**config.mk**
```make
export PLATFORM = sky130hd
export DESIGN_NAME = joy_db15_tx
export DESIGN_NICKNAME = d
export VERILOG_FILES = /design/src/rtl/joy_db15_pkg.sv /design/src/rtl/joy_db15_tx_sync.sv /design/src/rtl/joy_db15_tx.sv
export SDC_FILE = /design/constraint.sdc
export NUM_CORES = 1
export LEC_CHECK = 0
export BUFFER_PORTS_ARGS = -buffer_cell sky130_fd_sc_hd__buf_2
export CORE_MARGIN = 1.5
export CORE_UTILIZATION = 56
export DETAILED_ROUTE_END_ITERATION = 7
export GPL_TIMING_DRIVEN = 0
export PLACE_DENSITY = 0.87
export SLEW_MARGIN = 40
export SYNTH_ARGS = -nofsm -noshare
export SYNTH_HDL_FRONTEND = slang
export SYNTH_SLANG_ARGS = --single-unit
```
**constraint.sdc**
```tcl
create_clock -name clk -period 2.1 [get_ports clk]
set_clock_uncertainty 0.2 [all_clocks]
set_input_delay 0.21 -clock clk [delete_from_list [all_inputs] [get_ports clk]]
set_output_delay 0.21 -clock clk [all_outputs]
set_load 0.02 [all_outputs]
```
**src/rtl/joy_db15_pkg.sv**
```systemverilog
// Shared definitions for the DB15 joystick link: FSM states, frame size
// and button bit positions within a player word.
package joy_db15_pkg;

    // Link responder states.
    typedef enum logic [1:0] {
        IDLE    = 2'd0,
        LOADING = 2'd1,
        SHIFT   = 2'd2,
        DONE    = 2'd3
    } joy_state_e;

    localparam int PLAYER_BITS_DEF = 12;
    localparam int FRAME_BITS      = 2 * PLAYER_BITS_DEF;

    // Bit positions of each button inside a player word (active-high).
    localparam int BTN_R     = 0;
    localparam int BTN_L     = 1;
    localparam int BTN_D     = 2;
    localparam int BTN_U     = 3;
    localparam int BTN_A     = 4;
    localparam int BTN_B     = 5;
    localparam int BTN_C     = 6;
    localparam int BTN_X     = 7;
    localparam int BTN_Y     = 8;
    localparam int BTN_Z     = 9;
    localparam int BTN_START = 10;
    localparam int BTN_MODE  = 11;

endpackage

```
**src/rtl/joy_db15_tx_sync.sv**
```systemverilog
// N-stage synchroniser for an asynchronous host line, plus a history flop
// that yields single-cycle rise/fall pulses on the synchronised level.
module joy_sync_edge
    import joy_db15_pkg::*;
#(
    parameter int   STAGES    = 2,
    parameter logic RESET_VAL = 1'b0
) (
    input  logic clk,
    input  logic reset,
    input  logic din,
    output logic level,
    output logic rise,
    output logic fall
);

    logic [STAGES-1:0] chain;
    logic              hist;

    // Shift the raw line through the synchroniser and keep one cycle of history.
    always_ff @(posedge clk) begin
        if (reset) begin
            chain <= {STAGES{RESET_VAL}};
            hist  <= RESET_VAL;
        end else begin
            chain <= {chain[STAGES-2:0], din};
            hist  <= chain[STAGES-1];
        end
    end

    assign level = chain[STAGES-1];
    assign rise  = level & ~hist;
    assign fall  = ~level & hist;

endmodule

```
**src/rtl/joy_db15_tx.sv**
```systemverilog
// Device-side responder for the DB15 serial joystick link. Behaves like a
// chained 74HC165: a low joy_load captures both players' buttons (inverted,
// 0 = pressed), each joy_clk rise shifts the next bit onto joy_data and 1s
// fill in behind. Optional link watchdog: JOY_DB15_TX_WATCHDOG_EN.
module joy_db15_tx
    import joy_db15_pkg::*;
#(
    parameter int          PLAYER_BITS = 12,
    parameter int          SYNC_STAGES = 2,
    parameter logic [23:0] WDOG_CYCLES = 24'd4800000
) (
    input  logic                   clk,
    input  logic                   reset,
    input  logic                   joy_clk,
    input  logic                   joy_load,
    output logic                   joy_data,
    input  logic [PLAYER_BITS-1:0] joystick1,
    input  logic [PLAYER_BITS-1:0] joystick2,
    output logic                   frame_done,
    output logic                   link_ok
);

    localparam int             FB       = 2 * PLAYER_BITS;
    localparam int             CW       = $clog2(FB);
    localparam logic [CW-1:0]  PRE_LAST = CW'(FB - 2);

    logic unused_clk_level, unused_clk_fall;
    logic clk_rise, load_level, load_rise, load_fall, load_low;
    logic force_idle;

    joy_sync_edge #(.STAGES(SYNC_STAGES), .RESET_VAL(1'b0)) u_clk_sync (
        .clk(clk), .reset(reset), .din(joy_clk),
        .level(unused_clk_level), .rise(clk_rise), .fall(unused_clk_fall)
    );

    // joy_load idles high, so its synchroniser resets high to avoid a false load.
    joy_sync_edge #(.STAGES(SYNC_STAGES), .RESET_VAL(1'b1)) u_load_sync (
        .clk(clk), .reset(reset), .din(joy_load),
        .level(load_level), .rise(load_rise), .fall(load_fall)
    );

    assign load_low = ~load_level;

    joy_state_e     state, state_next;
    logic [FB-1:0]  sr, sr_next;
    logic [CW-1:0]  cnt, cnt_next;
    logic           frame_pulse, fd_pend;

    // Next-state logic: a low load beats everything, then the watchdog, then shifting.
    always_comb begin
        state_next  = state;
        sr_next     = sr;
        cnt_next    = cnt;
        frame_pulse = 1'b0;
        if (load_low) begin
            state_next = LOADING;
            sr_next    = ~{joystick2, joystick1};
            cnt_next   = '0;
        end else if (force_idle) begin
            state_next = IDLE;
            sr_next    = '1;
            cnt_next   = '0;
        end else begin
            case (state)
                IDLE: begin
                    sr_next = '1;
                end
                LOADING: begin
                    if (load_rise) state_next = SHIFT;
                end
                SHIFT: begin
                    if (clk_rise) begin
                        sr_next  = {1'b1, sr[FB-1:1]};
                        cnt_next = cnt + 1'b1;
                        if (cnt == PRE_LAST) begin
                            frame_pulse = 1'b1;
                            state_next  = DONE;
                        end
                    end
                end
                DONE: begin
                    // Counter stays saturated; only 1s come out from here on.
                    if (clk_rise) sr_next = {1'b1, sr[FB-1:1]};
                end
                default: state_next = IDLE;
            endcase
        end
    end

    // State, shift register and the output stage; frame_done is delayed to line up with joy_data.
    always_ff @(posedge clk) begin
        if (reset) begin
            state      <= IDLE;
            sr         <= '1;
            cnt        <= '0;
            fd_pend    <= 1'b0;
            joy_data   <= 1'b1;
            frame_done <= 1'b0;
        end else begin
            state      <= state_next;
            sr         <= sr_next;
            cnt        <= cnt_next;
            fd_pend    <= frame_pulse;
            joy_data   <= sr[0];
            frame_done <= fd_pend;
        end
    end

`ifdef JOY_DB15_TX_WATCHDOG_EN
    logic [23:0] wd_cnt;
    logic        seen_load;

    // Cycles since the last load fall; saturates so a dead host stays dead.
    always_ff @(posedge clk) begin
        if (reset) begin
            wd_cnt    <= '0;
            seen_load <= 1'b0;
        end else if (load_fall) begin
            wd_cnt    <= '0;
            seen_load <= 1'b1;
        end else if (wd_cnt != '1) begin
            wd_cnt    <= wd_cnt + 24'd1;
        end
    end

    assign force_idle = (wd_cnt >= WDOG_CYCLES);
    assign link_ok    = seen_load & ~force_idle;
`else
    logic unused_wdog;
    assign unused_wdog = ^{WDOG_CYCLES, load_fall};
    assign force_idle  = 1'b0;
    assign link_ok     = 1'b1;
`endif

endmodule

```
; ---- Word level (Yosys, flattened, before mapping)
; Index checks and enable logic that the tools add are counted.
[word_totals]
regBits = 40
input_bits = 28
output_inout_bits = 3
word_cells = 51
[classes]
addsub = 1
eq_ne = 13
n_mux = 9
bitwise_logic = 8
n_reduce_logical = 9
[ops]
columns = op, n
row1 = $mux 24, 2
row2 = $pmux 24 s2, 1
row3 = $not 24->24, 1
row4 = $ne 3x3->1 const B, 6
row5 = $reduce_and 4->1, 2
row6 = $mux 2, 3
row7 = $ne 2x2->1 const B, 3
row8 = $add 5x1->5 const B, 1
row9 = $eq 5x5->1 const B, 1
row10 = $not 1->1, 5
row11 = $eq 2x2->1 const B, 2
row12 = $pmux 2 s2, 1
row13 = $reduce_and 2->1, 2
row14 = $reduce_or 2->1, 2
row15 = $reduce_or 4->1, 1
row16 = $and 1x1->1, 2
row17 = $eq 2x1->1 const B, 1
row18 = $logic_not 2->1, 1
row19 = $mux 1, 2
row20 = $reduce_bool 2->1, 1

; ---- Depth between registers and ports, before layout
[depth]
ltp_word = 5
ltp_mapped = 8
ltp_nobuf = 6

; ---- By module
; Synthesis repeated with hierarchy kept, for this count alone.
[unflattened]
hier_cells = 225
area_unflattened_um2 = 1891.8
[by_module_without_submodules]
columns = module, n_inst, cells_each, area_per_inst_um2, seq_area_each_um2
row1 = joy_db15_tx, 1, 209, 1707.9, 680.7
row2 = joy_sync_edge at u_load_sync, 1, 8, 92.6, 60.1
row3 = joy_sync_edge at u_clk_sync, 1, 8, 91.3, 60.1

; ---- Least setup slack after synthesis
; No wires, ideal clock.
[synth_timing]
kind = flip-flop to flip-flop
startpoint = register state[1]
endpoint = register sr[0]
setup_ns = 0.120
t_arrival_ns = 1.348
required_ns = 1.780
slack_ns = 0.432
path_stages_with_launch = 8
n_path_buf = 1
synth_period_minus_slack_ns = 1.668
path_cell_list = dfxtp_1 > inv_1 > ha_1 > and2b_1 > nand3b_2 > buf_2 > o22ai_1 > o21bai_2
[synth_between]
elab_chain_cells = 4
word_cells_on_any_way = 9
cone_classes = eq/ne (4) / mux (2) / reduce/logical (3)
[synth_rtl]
columns = item, line
row1 = from (decl), joy_db15_tx.sv:44  ; joy_state_e state, state_next;
row2 = from (signal assigned), joy_db15_tx.sv:100  ; state <= state_next;
row3 = $eq 2x2->1, joy_db15_tx.sv:64  ; case (state)
row4 = $reduce_or 2->1 (no source line), --
row5 = $pmux 24 s2 / $ne 3x3->1 (equally long branches), --
row6 = $mux 24 / $reduce_and 2->1 (equally long branches), --
row7 = to (signal assigned), joy_db15_tx.sv:101  ; sr <= sr_next;
row8 = to (decl), joy_db15_tx.sv:45  ; logic [FB-1:0] sr, sr_next;
; Several ways; a longest one is shown, not always the timed one.
; A chain may end at the register's enable or synchronous reset.

; ---- Final worst setup path
[layout_timing]
startpoint = register state[0]
endpoint = register sr[8]
; Same word-level chain as after synthesis.

==> results by group <==
Worst setup path
  • Worst setup path class: reg -> reg
  • Critical path launch point type: flip-flop
  • Worst R2R End: sr[8]
  • Crit path arrival time: 2040 ps
  • Crit path required time: 2190 ps
  • CP Max Fanout: 10
  • Worst setup EP type: flip-flop
  • RR Startpoint: state[0]
  • R2r setup slk: 160 ps
  • R2R cell count: 7

CTS
  • Postcts setup bufs: 0
  • Insertion delay to the later sink of the worst-skew pair: 370 ps
  • Htree depth: 2
  • Root Driver: clkbuf_4
  • CTS tree: done
  • Num CTS Buffers: 5
  • CTS sink cnt: 40
  • Deepest clock path buffer count: 2
  • Clock Pin Slew Worst Setup and Hold Paths: 120 ps

Floorplan
  • Row count: 21
  • Die Ht: 63.15 um
  • Io pins: 31
  • Die area: 3987 um^2
  • CORE AREA: 3416 um^2
  • Die Wd: 63.15 um
  • Initial core utilization: 0.5930

Synthesis
  • Cell accounting for the most synthesized area: dfxtp_1
  • Sequential share of the synthesized area: 0.3953
  • #FFs+latches synth: 40
  • Syn nets: 236
  • Number of synthesized flops with an enable pin: 0
  • Top FF cell, synth: dfxtp_1
  • Syn Std Cell Area: 2026 um^2
  • Synth async-reset ratio: 0
  • Ys Warns: 0
  • Synth area leaders: dfxtp_1, nor3b_2, o21bai_2
  • Synth cell types: 34
  • Syn Inst Count: 202
  • Yosys top cell area share: 0.3953
  • Synthesized area per cell: 10.03 um^2

Cells and area
  • Seq. cell area: 800.8 um^2
  • Multi-input logic area: 1035 um^2
  • Most common cell after layout, fill and taps aside: dfxtp_1
  • Final nets: 295
  • Filler Cell Count: 238
  • Layout cell share with drive strength beyond 1: 0.3473
  • Synthesis-to-layout area growth: 24.46%
  • Post-Layout Cell Count: 308
  • Most frequent cells in the layout: dfxtp_1, buf_2, inv_1
  • Antenna diodes: 0
  • Final Util: 0.7381

STA
  • Final min period: 1942 ps
  • Final period util: 0.9249
  • Final hold violation count: 0
  • Slew Viols, Final: 0
  • Setup tns final: 0 ps
  • # setup viols final: 0
  • Slew headroom: 0.6464
  • Worst Tran Pin Value: 530.4 ps
  • RSZ-0062 raised after global routing: no
  • Fmax: 514.8 MHz

Placed design
  • Dpl cells: 277
  • Port bufs: 29
  • HPWL Detailed: 2630 um
  • Routability cong.: 0.7720

Power
  • Pwr dens: 553.8 nW/um^2
  • Clock power share: 0.305
  • Sw Ratio: 0.2541
  • Power share of the sequential group: 0.562
  • P_int: 1.042 mW
  • VDD IR max: 0.5483 mV
  • Lkg Pwr: 1.004 nW
  • Combinational share of power: 0.132
  • Psw: 0.3547 mW

Flow run
  • Maximum capacitance violations: 0

Hold path
  • Worst Hold Endpoint: sr[12]
  • Worst Hold Class: in -> reg
  • Worst hold start: joystick2[0]
  • Hold depth: 4

Global routing
  • Total grt overflow: 0
  • First-pass GRT wire length: 7086 um
  • Total track usage: 0.2313
  • Largest net degree at the start of global routing: 13
  • Vias in the first global route: 1,599
  • Initial antenna violation count: 0

Route
  • Number of antenna-violating nets in the routed design: 0
  • Pre-antenna DRT Iters: 4
  • DRC: 0
  • DRT Wirelength: 4143 um
  • Vias: 1,587
  • Drt wl/cell: 13.45 um
  • DR iter-0 viols: 73
  • Vias per cell: 5.153

Status
  • Status: finished clean
[worst max-delay path by stage]
stage	from	endpoint
floorplan	state[1]	sr[0]
global placement	state[1]	sr[0]
detailed placement	state[1]	sr[6]
CTS	state[1]	sr[6]
global route	state[0]	sr[8]
finish	state[0]	sr[8]
[flip-flops by register name, summed over array words and instances (netlist names)]
signal             count
cnt                    5
fd_pend                1
frame_done             1
joy_data               1
sr                    24
state                  2
u_clk_sync.chain       2
u_clk_sync.hist        1
u_load_sync.chain      2
u_load_sync.hist       1
[final cells by class]
class | instances | area share
clock buffers | 7 | 0.02184
clock inverters | 1 | 0.002978
well taps | 46 | 0.02283
multi-input cells | 120 | 0.4104
inverters | 27 | 0.04020
flip-flops and latches | 40 | 0.3176
repair buffers | 52 | 0.1489
plain buffers | 15 | 0.03524
[per-layer routing]
layer,share of wire,global-route usage,vias to the layer above
met5,0,0,-
met4,0.020,0.1361,0
met3,0.050,0.04107,9
met2,0.51,0.4149,35
met1,0.42,0.2531,737
li1,-,-,806
[cells by family (layout without fill, tap and decap cells)]
logic type	after synthesis	in the layout	synth area share
AOI/OAI and AO/OA	55	55	0.2292
and+or+nand+nor	54	54	0.2254
buffers and inverters	42	102	0.09388
DFF	40	40	0.3953
adders and majority gates	6	6	0.03706
xor gates and xnor gates	4	4	0.01730
other	1	1	0.001851
[critical path: stages (launching register included)]
cell and delay (ps):
dfxtp_1 430, inv_1 90, ha_1 240, nor2_1 210, nand3b_2 210, buf_2 230, o22ai_1 120, o21bai_2 130
[power by group through the flow]
| stage | registers (mW) | clock network [mW] | logic (mW) |
|---|---|---|---|
| after CTS | 0.784 | 0.429 | 0.183 |
| after detailed placement | 0.801 | 0 | 0.151 |
| after floorplan | 0.799 | 0 | 0.105 |
| final | 0.785 | 0.426 | 0.185 |
| after global routing | 0.787 | 0.462 | 0.203 |
| after global placement | 0.800 | 0 | 0.147 |
[through the flow]
step	hold WS, ps	area [um^2]	total power, mW	setup slack [ps]
after floorplan	81.61	2026	0.9041	432.2
after global placement	190.7	2228	0.9474	247.3
after detailed placement	196.6	2228	0.9520	211.9
after CTS	1.443	2521	1.396	186.3
after global routing	25.53	2521	1.451	18.31
final	3.250	2521	1.396	157.6
[synth_stat cells (2+ instances only)]
| library cell | number |
|---|---|
| buf_2 | 2 |
| or2_2 | 4 |
| nor3b_2 | 20 |
| ha_1 | 6 |
| nor2_1 | 8 |
| nor2b_1 | 5 |
| buf_6 | 3 |
| inv_1 | 27 |
| o22ai_1 | 24 |
| buf_4 | 2 |
| o21bai_2 | 20 |
| xor2_1 | 3 |
| dfxtp_1 | 40 |
| nand2_1 | 4 |
| o21bai_1 | 4 |
| nand4_1 | 2 |
| clkbuf_1 | 8 |
| nor3b_1 | 4 |
[timing repair]
action,in CTS,in global routing
resized for setup,0,0
endpoints found under the hold margin,25,0
hold buffers,23,0
(Power assumes the default switching activity.)
